<file path="src/rtl/rx_bit_timer_if.sv">
// Handshake bundle between the receive controller and the receive bit timer.
// The controller drives enable/resync; the timer returns strobes and frame status.
interface rx_bit_timer_if #(
  parameter int unsigned BITS_PER_FRAME = 9
);
  localparam int unsigned BW = $clog2(BITS_PER_FRAME + 1);

  logic          enable_timer;
  logic          resync;
  logic          shift_strobe;
  logic          packet_done;
  logic [BW-1:0] bit_count;
  logic          timer_active;

  modport master (
    output enable_timer, resync,
    input  shift_strobe, packet_done, bit_count, timer_active
  );

  modport slave (
    input  enable_timer, resync,
    output shift_strobe, packet_done, bit_count, timer_active
  );
endinterface

</file>
<file path="src/rtl/rx_bit_timer.sv">
// Receive bit timer: paces mid-bit sampling strobes after a start edge, counts
// sampled bits and pulses packet_done once the last bit of the frame is taken.
module rx_bit_timer #(
  parameter int unsigned CLKS_PER_BIT   = 10,
  parameter int unsigned SAMPLE_PT      = 5,
  parameter int unsigned BITS_PER_FRAME = 9
) (
  input logic          clk,
  input logic          n_rst,
  rx_bit_timer_if.slave bus
);
  localparam int unsigned CW = (CLKS_PER_BIT > 1) ? $clog2(CLKS_PER_BIT) : 1;
  localparam int unsigned BW = $clog2(BITS_PER_FRAME + 1);

  typedef enum logic [1:0] {
    IDLE   = 2'd0,
    ACTIVE = 2'd1,
    DONE   = 2'd2
  } state_t;

  state_t        r_state;
  logic [CW-1:0] r_clk_cnt;
  logic [BW-1:0] r_bit_cnt;
  logic          w_strobe;
  logic          w_last_bit;
  logic          w_wrap;

  // Strobe is gated by enable in the same cycle so an abort never samples.
  assign w_strobe   = (r_state == ACTIVE) && bus.enable_timer &&
                      (r_clk_cnt == CW'(SAMPLE_PT));
  assign w_last_bit = (r_bit_cnt == BW'(BITS_PER_FRAME - 1));
  assign w_wrap     = (r_clk_cnt == CW'(CLKS_PER_BIT - 1));

  always_ff @(posedge clk or negedge n_rst) begin
    if (!n_rst) begin
      r_state   <= IDLE;
      r_clk_cnt <= '0;
      r_bit_cnt <= '0;
    end else begin
      case (r_state)
        IDLE: begin
          r_bit_cnt <= '0;
          if (bus.enable_timer) begin
            r_state   <= ACTIVE;
            r_clk_cnt <= CW'(1);
          end else begin
            r_clk_cnt <= '0;
          end
        end
        ACTIVE: begin
          if (!bus.enable_timer) begin
            r_state   <= IDLE;
            r_clk_cnt <= '0;
            r_bit_cnt <= '0;
          end else if (w_strobe && w_last_bit) begin
            r_state   <= DONE;
            r_clk_cnt <= '0;
            r_bit_cnt <= BW'(BITS_PER_FRAME);
          end else begin
            if (w_strobe) begin
              r_bit_cnt <= r_bit_cnt + BW'(1);
            end
            // Resync realigns phase so the next strobe lands SAMPLE_PT-1 edges later.
            if (bus.resync) begin
              r_clk_cnt <= CW'(1);
            end else if (w_wrap) begin
              r_clk_cnt <= '0;
            end else begin
              r_clk_cnt <= r_clk_cnt + CW'(1);
            end
          end
        end
        DONE: begin
          r_state   <= IDLE;
          r_clk_cnt <= '0;
          r_bit_cnt <= '0;
        end
        default: begin
          r_state   <= IDLE;
          r_clk_cnt <= '0;
          r_bit_cnt <= '0;
        end
      endcase
    end
  end

  assign bus.shift_strobe = w_strobe;
  assign bus.packet_done  = (r_state == DONE);
  assign bus.bit_count    = r_bit_cnt;
  assign bus.timer_active = (r_state == ACTIVE);

endmodule

</file>
<file path="src/flat_wrapper.sv">
// flat-port wrapper written by rule: the top's interface ports become plain ports
module rx_bit_timer_flat 
#(
  parameter int unsigned CLKS_PER_BIT   = 10,
  parameter int unsigned SAMPLE_PT      = 5,
  parameter int unsigned BITS_PER_FRAME = 9
)
  (clk, n_rst, bus_enable_timer, bus_resync, bus_shift_strobe, bus_packet_done, bus_bit_count, bus_timer_active);
  rx_bit_timer_if #(.BITS_PER_FRAME(BITS_PER_FRAME)) bus_i ();
  input logic clk;
  input logic n_rst;
  input wire logic [$bits(bus_i.enable_timer)-1:0] bus_enable_timer;
  input wire logic [$bits(bus_i.resync)-1:0] bus_resync;
  output wire logic [$bits(bus_i.shift_strobe)-1:0] bus_shift_strobe;
  output wire logic [$bits(bus_i.packet_done)-1:0] bus_packet_done;
  output wire logic [$bits(bus_i.bit_count)-1:0] bus_bit_count;
  output wire logic [$bits(bus_i.timer_active)-1:0] bus_timer_active;
  assign bus_i.enable_timer = bus_enable_timer;
  assign bus_i.resync = bus_resync;
  assign bus_shift_strobe = bus_i.shift_strobe;
  assign bus_packet_done = bus_i.packet_done;
  assign bus_bit_count = bus_i.bit_count;
  assign bus_timer_active = bus_i.timer_active;
  rx_bit_timer #(.CLKS_PER_BIT(CLKS_PER_BIT), .SAMPLE_PT(SAMPLE_PT), .BITS_PER_FRAME(BITS_PER_FRAME)) u_core (.clk(clk), .n_rst(n_rst), .bus(bus_i));
endmodule
</file>
<file path="config.mk">
export PLATFORM = sky130hd
export DESIGN_NAME = rx_bit_timer_flat
export DESIGN_NICKNAME = d
export VERILOG_FILES = /design/src/rtl/rx_bit_timer_if.sv /design/src/rtl/rx_bit_timer.sv /design/src/flat_wrapper.sv
export SDC_FILE = /design/constraint.sdc
export NUM_CORES = 1
export LEC_CHECK = 0
export BUFFER_PORTS_ARGS = -buffer_cell sky130_fd_sc_hd__buf_2
export CAP_MARGIN = 20
export CORE_AREA = 2 2 39 41
export CTS_BUF_LIST = sky130_fd_sc_hd__clkbuf_4
export CTS_CLUSTER_SIZE = 12
export DETAILED_ROUTE_END_ITERATION = 10
export DIE_AREA = 0 0 41 43
export PLACE_DENSITY = 0.66
export SLEW_MARGIN = 20
export SYNTH_ARGS = -nofsm -noshare
export SYNTH_HDL_FRONTEND = slang
export SYNTH_SLANG_ARGS = --single-unit
export TNS_END_PERCENT = 50
</file>
<file path="constraint.sdc">
create_clock -name clk -period 3.66 [get_ports clk]
set_input_delay 0.732 -clock clk [delete_from_list [all_inputs] [get_ports clk]]
set_output_delay 0.732 -clock clk [all_outputs]
set_load 0.02 [all_outputs]
</file>
* After elaboration in Yosys (flattened, before gate mapping)
Cells that the tools add are included.
Storage, ports and cells: logic and storage cells 32, register bits after elaboration 10
Cells by class: multiplexer cells 14, reductions and logical operators 5, add/sub/neg operators 2, equal/unequal tests 8
Operator list (count):
- 4-bit two-way mux | 8
- 4-bit by 1-bit adder with 4-bit output, second input constant | 2
- 4-bit == test, second input constant | 2
- 4-bit case mux with 2 select lines | 1
- 2-bit two-way mux | 3
- 4-bit by 3-bit == test with 1-bit output, second input constant | 1
- 4-bit by 2-bit != test with 1-bit output, second input constant | 1
- 2-bit case mux with 2 select lines | 1
- 1-bit logical AND | 3
- 3-bit by 2-bit != test with 1-bit output, second input constant | 1
- 2-bit by 1-bit == test with 1-bit output, second input constant | 1
- 2-bit == test, second input constant | 1
- 2-bit zero test | 1
- 2-bit != test, second input constant | 1
- 2-bit AND reduction | 1
- 1-bit two-way mux | 1

* Depth between registers and ports, before layout
Gate-level depths: netlist of the first run.
depth in word-level cells 7, mapped depth 5, depth with buffers taken out 5

* Worst setup path after synthesis of the first run
Ideal clock, no wire load.
path type input -> output, start input port bus_enable_timer, end output port bus_shift_strobe, data arrival time 1197 ps, stages 2, path slack 1731 ps, path buffers 0, required time 2928 ps, path through nand3_1 nor2_1
Between the ends: longest elaborated chain between the ends 2
RTL lines:
- from (decl) | line flat_wrapper.sv:12 | input wire logic [$bits(bus_i.enable_timer)-1:0] bus_enable_timer;
- 1-bit logical AND (2 in series) | line rx_bit_timer.sv:29 | assign w_strobe = (r_state == ACTIVE) && bus.enable_timer &&
- to (decl) | line flat_wrapper.sv:14 | output wire logic [$bits(bus_i.shift_strobe)-1:0] bus_shift_strobe;
Every way passes these cells.

* Worst setup path in the final report of the first run
start register u_core.r_clk_cnt[1], end output port bus_shift_strobe
Between the ends: longest elaborated chain between the ends 2
RTL lines:
- from (decl) | line rx_bit_timer.sv:22 | logic [CW-1:0] r_clk_cnt;
- from (signal assigned) | line rx_bit_timer.sv:69 | r_clk_cnt <= r_clk_cnt + CW'(1);
- 4-bit by 3-bit == test with 1-bit output | line rx_bit_timer.sv:30 | (r_clk_cnt == CW'(SAMPLE_PT));
- 1-bit logical AND | line rx_bit_timer.sv:29
Every way passes these cells.

==> results of run 1 <==
-- layer usage --
metal / vias up / wire, um / track usage
met5: - / 0 / 0
met4: 0 / 40 / 0.1200
met3: 4 / 40 / 0.04712
met2: 11 / 488 / 0.2375
met1: 204 / 464 / 0.1711
li1: 217 / - / -
-- Yosys cell counts --
cell type and n:
dfrtp_1 10, nand3_1 4, xor2_1 1, xnor2_1 1
nor4bb_1 1, nand2_1 3, a211oi_1 3, nor3_1 1
and3b_2 1, inv_1 7, nor2_1 7, nand3b_1 2
nand3b_4 1, a21oi_1 5, o211ai_1 1, ha_1 4
and3_1 1, or3_1 1, o21ai_0 2
-- worst max-delay path, delay by kind of cell (launching register included) --
family | cells | cell delay, ps
DFF | 1 | 400
and+or+nand+nor | 2 | 250
buffers and inverters | 2 | 230
adders and majority gates | 1 | 220
-- state kept, by name (all words and copies together), names as in the netlist --
register              cells
u_core.r_clk_cnt          4
u_core.r_state            2
u_core.bus.bit_count      4
-- logic make-up (layout without fill, tap and decap cells) --
| logic type | after synthesis | count (layout) | synth area share |
|---|---|---|---|
| DFF | 10 | 10 | 0.4640 |
| AOI/OAI and AO/OA | 11 | 11 | 0.1206 |
| adders and majority gates | 4 | 4 | 0.09281 |
| and+or+nand+nor | 22 | 22 | 0.2413 |
| buffers and inverters | 7 | 20 | 0.04873 |
| xor gates and xnor gates | 2 | 2 | 0.03249 |
-- through the flow --
step | hold WS (ps) | area [sq um] | std cells | setup WS (ps)
after CTS | 317.9 | 631.9 | 85 | 1554
after global routing | 327.0 | 631.9 | 85 | 1478
after global placement | 529.0 | 609.3 | 82 | 1635
after floorplan | 436.4 | 539.3 | 56 | 1731
final | 308.7 | 631.9 | 85 | 1566
after detailed placement | 555.1 | 609.3 | 82 | 1597
-- path summary, 6_finish.rpt --
check,from,end,slack [ps],cells after the start
min in group clk,u_core.r_state[0]$_DFFE_PN0P_,u_core.r_state[0]$_DFFE_PN0P_,560,1
setup reg to reg,u_core.r_clk_cnt[0]$_DFF_PN0_,u_core.bus.bit_count[0]$_DFFE_PN0P_,2240,4
hold reg to reg,u_core.r_state[0]$_DFFE_PN0P_,u_core.r_state[0]$_DFFE_PN0P_,560,1
hold / removal,n_rst,u_core.r_state[1]$_DFFE_PN0P_,310,1
max in group asynchronous,n_rst,u_core.r_clk_cnt[3]$_DFF_PN0_,3160,1
setup / recovery,u_core.r_clk_cnt[1]$_DFF_PN0_,bus_shift_strobe,1570,5
-- power by group --
part           internal (mW)  total (mW)  leakage, nW  switching [mW]
sequential             0.112       0.114        0.135         0.00210
clock                 0.0381      0.0782       0.0138          0.0401
combinational        0.00449      0.0125        0.165         0.00798
total                  0.155       0.205        0.314          0.0502
-- layout make-up --
class	instances	area (sq um)	share of cell area
repair buffers	10	50.05	0.07921
multi-input cells	39	262.8	0.4158
flip-flops and latches	10	250.2	0.3960
inverters	7	26.28	0.04158
well taps	16	20.02	0.03168
clock buffers	3	22.52	0.03564
==> impl_metrics.ini, run 1 <==
[yosys]
syn_area_sq_um = 539.3
seq_area_frac_synth = 0.4640
synth_top_area_share = 0.4640
ys_top_cells_by_area = dfrtp_1 46%, ha_1 9.3%, inv_1 4.9%
ys_ff_latch = 10
synth_nets = 64
synthCells = 56
synth.largest_area_cell = dfrtp_1
postSynthAreaPerCell_sq_um = 9.630
ys_types = 19
ys_warn_count = 0

[drt]
wirelength_um = 1034
vias = 436
routed_via_density = 5.129
first_pass_iters = 4
ant_nets = 0
wl_per_cell_um = 12.16
drt-initial-drc-count = 3
route.detailed.drc = 0

[sta]
final_max_slew_viol_count = 0
timing.final.crit_share = 0.5720
grt_setup_unrepaired = false
finalHoldViolCount = 0
tightest_slew_ps = 339.2
post-route-min-period_ps = 2094
finalSetupTns_ps = 0
relSlewSlack = 0.7708
clock.fmax_mhz = 477.7
setup_viol = 0
skew_ps = 2.475

[clocking]
clkSinkCount = 10
cts_hold_buf = 0
cts_made_buffers = 3
cts_root_buf = clkbuf_4
cts_max_path_buffers = 2
htree_levels = 1
post_cts_resized = 0
clkLatencyLatePin_ps = 270
cts_tree = yes
post_cts_buffers = 0
clk_pin_slew_worst_paths_ps = 70

[critical_path]
crit_path_max_fanout = 9
arrival_ps = 1360
cp.required_ps = 2930
slowest_stage = dfrtp_1
start_kind = flip-flop
critPathCaptureType = output port
worstPathCellList = inv_1 > ha_1 > nand3b_4 > nor2_1 > buf_2
criticalPathCategory = reg -> out
cp_slowest_stage_delay_ps = 400

[job]
cap_violations = 0

[floorplanning]
core_region_area_sq_um = 1384
dieArea_sq_um = 1763
die_h_um = 43
io-pin-count = 11
die_x_um = 41
start_util = 0.3897
std_cell_rows = 14

[place]
place_congestion = 0.7339
place_hpwl_um = 788.6
port_buffers = 10

[global_route]
grt_pass1_wl_um = 1759
antenna_found_initial = 0
grt_usage = 0.1567
gr-total-overflow = 0
grt_pass1_vias = 407
grt_max_degree = 11

[power_and_ir_drop]
peakVddDrop_v = 0.0001232
leakagePower_nw = 0.3143
p_per_area_nw_per_um2 = 324.1
finalPower_mw = 0.2048

[finish]
antennaDiodeCount = 0
fill_cells = 140
layout_common_cells = 10 x buf_2, 10 x dfrtp_1, 7 x inv_1, 7 x nor2_1, 5 x a21oi_1
synthToLayoutAreaGrowth_pct = 17.17
final_core_util = 0.4566
layout-drive-gt1-share = 0.2174
fin_nets = 79

[run_status]
status = finished clean

[hold_path]
hp-class = in -> async
Note: power is estimated with default switching activity, not from simulation.
==> inputs of run 2 (changes only) <==
--- a/config.mk
+++ b/config.mk
@@ -5,6 +5,7 @@
 export SDC_FILE = /design/constraint.sdc
 export NUM_CORES = 1
 export LEC_CHECK = 0
+export ABC_AREA = 1
 export BUFFER_PORTS_ARGS = -buffer_cell sky130_fd_sc_hd__buf_2
 export CAP_MARGIN = 20
 export CORE_AREA = 2 2 39 41
@@ -12,7 +13,7 @@
 export CTS_CLUSTER_SIZE = 12
 export DETAILED_ROUTE_END_ITERATION = 10
 export DIE_AREA = 0 0 41 43
-export PLACE_DENSITY = 0.66
+export PLACE_DENSITY = 0.7
 export SLEW_MARGIN = 20
 export SYNTH_ARGS = -nofsm -noshare
 export SYNTH_HDL_FRONTEND = slang
==> constraint.sdc (replaced) <==
create_clock -name clk -period 1.8 [get_ports clk]
set_input_delay 0.36 -clock clk [delete_from_list [all_inputs] [get_ports clk]]
set_output_delay 0.36 -clock clk [all_outputs]
set_load 0.02 [all_outputs]
==> run 2 against run 1 <==
- die area unchanged
- hold slack improved by 110 ps
- non-clock buffer count increased by 1
- synthesized cell count increased by 14%
- design area increased by 6.5%
- flip-flop and latch count unchanged
- via count increased by 2.5%
- utilization increased by 3.0 points
- sequential share of layout area decreased by 2.4 points
- clock power increased by 87%
- highest routed layer unchanged
==> impl_metrics.ini, run 2 <==
[run_status]
status = finished clean

[yosys]
syn_area_sq_um = 563.0
synth_commonest_cells = 11 x nand2_1, 10 x dfrtp_1, 8 x inv_1, 7 x nor2_1, 5 x nand3_1
seq_area_frac_synth = 0.4444
synth_xor_area_frac = 0.04667
ys_types = 17
postSynthAreaPerCell_sq_um = 8.798
synth_nets = 72
synth_fa_ha_area_frac = 0.08889
ys_top_cells_by_area = dfrtp_1 44%, ha_1 8.9%, nand2_1 7.3%
ys_warn_count = 0
synth_mux_area_frac = 0
ys_ff_latch = 10
ys.flop_type = dfrtp_1
synthArstFlopShare = 1.000
synth_top_family_by_area = simple AND/OR/NAND/NOR gates
synth-compound-area-share = 0.06444
synth.most_common_cell = nand2_1
synth.largest_area_cell = dfrtp_1
synthCells = 64
synth_edf_count = 0
synthSimpleGateAreaFrac = 0.2889
synth_top_area_share = 0.4444

[drt]
route.detailed.drc = 0
routed_via_density = 4.755
first_pass_iters = 2
ant_nets = 0
wirelength_um = 919
wl_per_cell_um = 9.777
vias = 447
drt-initial-drc-count = 2

[sta]
setup_viol = 0
tightest_slew_ps = 342.1
clock.fmax_mhz = 594.6
timing.final.crit_share = 0.9343
finalHoldViolCount = 0
grt_setup_unrepaired = false
final_max_slew_viol_count = 0
setup_slack_ps = 118.2
post-route-min-period_ps = 1682
finalSetupTns_ps = 0
relSlewSlack = 0.7695
skew_ps = 0.1751

[clocking]
clkSinkCount = 10
clk_pin_slew_worst_paths_ps = 60
clkLatencyLatePin_ps = 260
post_cts_buffers = 0
htree_levels = 1
cts_tree = yes
cts_max_path_buffers = 2
cts_made_buffers = 3
cts_root_buf = clkbuf_4

[critical_path]
arrival_ps = 1320
critical_path_buf_inv_count = 2
slowest_stage = dfrtp_1
crit_family = flip-flops
worstPathCellList = inv_1 > ha_1 > nand3b_4 > nor2_4 > buf_4
criticalPathCategory = reg -> out
ff2ff_path_depth = 7
crit_cells = 5
critPathCaptureType = output port
crit_path_max_fanout = 4
cp_slowest_stage_delay_ps = 390
cp.required_ps = 1440
start_kind = flip-flop

[floorplanning]
die_x_um = 41
die_h_um = 43
dieArea_sq_um = 1763
std_cell_rows = 14
start_util = 0.4069
io-pin-count = 11
core_region_area_sq_um = 1384

[finish]
fill_cells = 138
final_common_cell = nand2_1
layout-drive-gt1-share = 0.2692
synthToLayoutAreaGrowth_pct = 19.56
fin_nets = 88
layout_common_cells = 11 x nand2_1, 10 x dfrtp_1, 9 x buf_2
antennaDiodeCount = 0

[place]
place_hpwl_um = 763.8
post-place-ws_ps = 316.8
port_buffers = 10
place_congestion = 0.6546

[global_route]
grt_pass1_vias = 421
grt_max_degree = 11
gr-total-overflow = 0
grt_usage = 0.1503
antenna_found_initial = 0
grt_pass1_wl_um = 1738

[job]
cap_violations = 0

[hold_path]
whs_path_depth = 3
hp-class = in -> reg

[power_and_ir_drop]
leakagePower_nw = 0.3487
p_per_area_nw_per_um2 = 672.8
finalPower_mw = 0.4529
peakVddDrop_v = 0.0004299
==> run 2: cell type report <==
type	instances	area [sq um]	share of cell area
Inverter	10	37.54	0.05576
Timing Repair Buffer	11	62.56	0.09294
Tap cell	16	20.02	0.02974
Multi-Input combinational cell	44	280.3	0.4164
Clock buffer	3	22.52	0.03346
Sequential cell	10	250.2	0.3717
==> run 2: worst paths after layout <==
| path | start | slack, ps | end |
|---|---|---|---|
| worst max-delay path | u_core.r_clk_cnt[1]$_DFF_PN0_ | 120 | bus_shift_strobe |
| worst min-delay path | bus_enable_timer | 420 | u_core.r_state[0]$_DFFE_PN0P_ |
| worst max register to register | u_core.bus.bit_count[0]$_DFFE_PN0P_ | 450 | u_core.r_clk_cnt[0]$_DFF_PN0_ |
| worst min register to register | u_core.r_state[1]$_DFFE_PN0P_ | 550 | u_core.r_clk_cnt[0]$_DFF_PN0_ |
| max in group asynchronous | n_rst | 1130 | u_core.bus.bit_count[1]$_DFFE_PN0P_ |
| min in group asynchronous | n_rst | 490 | u_core.r_clk_cnt[0]$_DFF_PN0_ |
==> run 2: repair_timing <==
action                                 in CTS  in global routing
hold buffers                                1                  0
resized for setup                           0                  2
setup endpoints to repair                   0                  1
endpoints found under the hold margin      10                  0
==> run 2: metrics by stage <==
stage                 util  hold slack, ps  area [sq um]  instances
floorplan                -           64.41         563.0         64
global placement    0.4575           233.1         633.1         90
detailed placement  0.4575           232.3         633.1         90
CTS                 0.4810           428.4         665.6         94
global route        0.4864           430.7         673.1         94
finish              0.4864           420.2         673.1         94
==> run 2: routing by layer <==
metal	GRT usage	up-vias	wire length, um
li1	-	231	-
met1	0.1980	200	410
met2	0.2031	11	432
met3	0.03141	5	41
met4	0.1200	0	34
met5	0	-	0
==> run 2: logic make-up (layout without fill, tap and decap cells) <==
family | count (synthesis) | after routing
XOR/XNOR | 3 | 3
AND/OR/NAND/NOR | 32 | 32
AO/OA/AOI/OAI | 5 | 5
buffers and inverters | 10 | 24
adder cells (fa/ha/maj) | 4 | 4
flip-flops | 10 | 10
==> run 2: worst register-to-register path: cells and delay by family, from the launching register on <==
kind	cells	cell delay, ps
flip-flops	1	420
AND/OR/NAND/NOR	3	300
buffers and inverters	2	120
AO/OA/AOI/OAI	1	250
adder cells (fa/ha/maj)	1	140
==> run 2: power breakdown <==
part,internal (mW),leakage [nW],switching [mW]
clock network,0.0769,0.0138,0.0693
registers,0.233,0.136,0.00644
logic,0.0234,0.199,0.0438
total,0.333,0.349,0.120
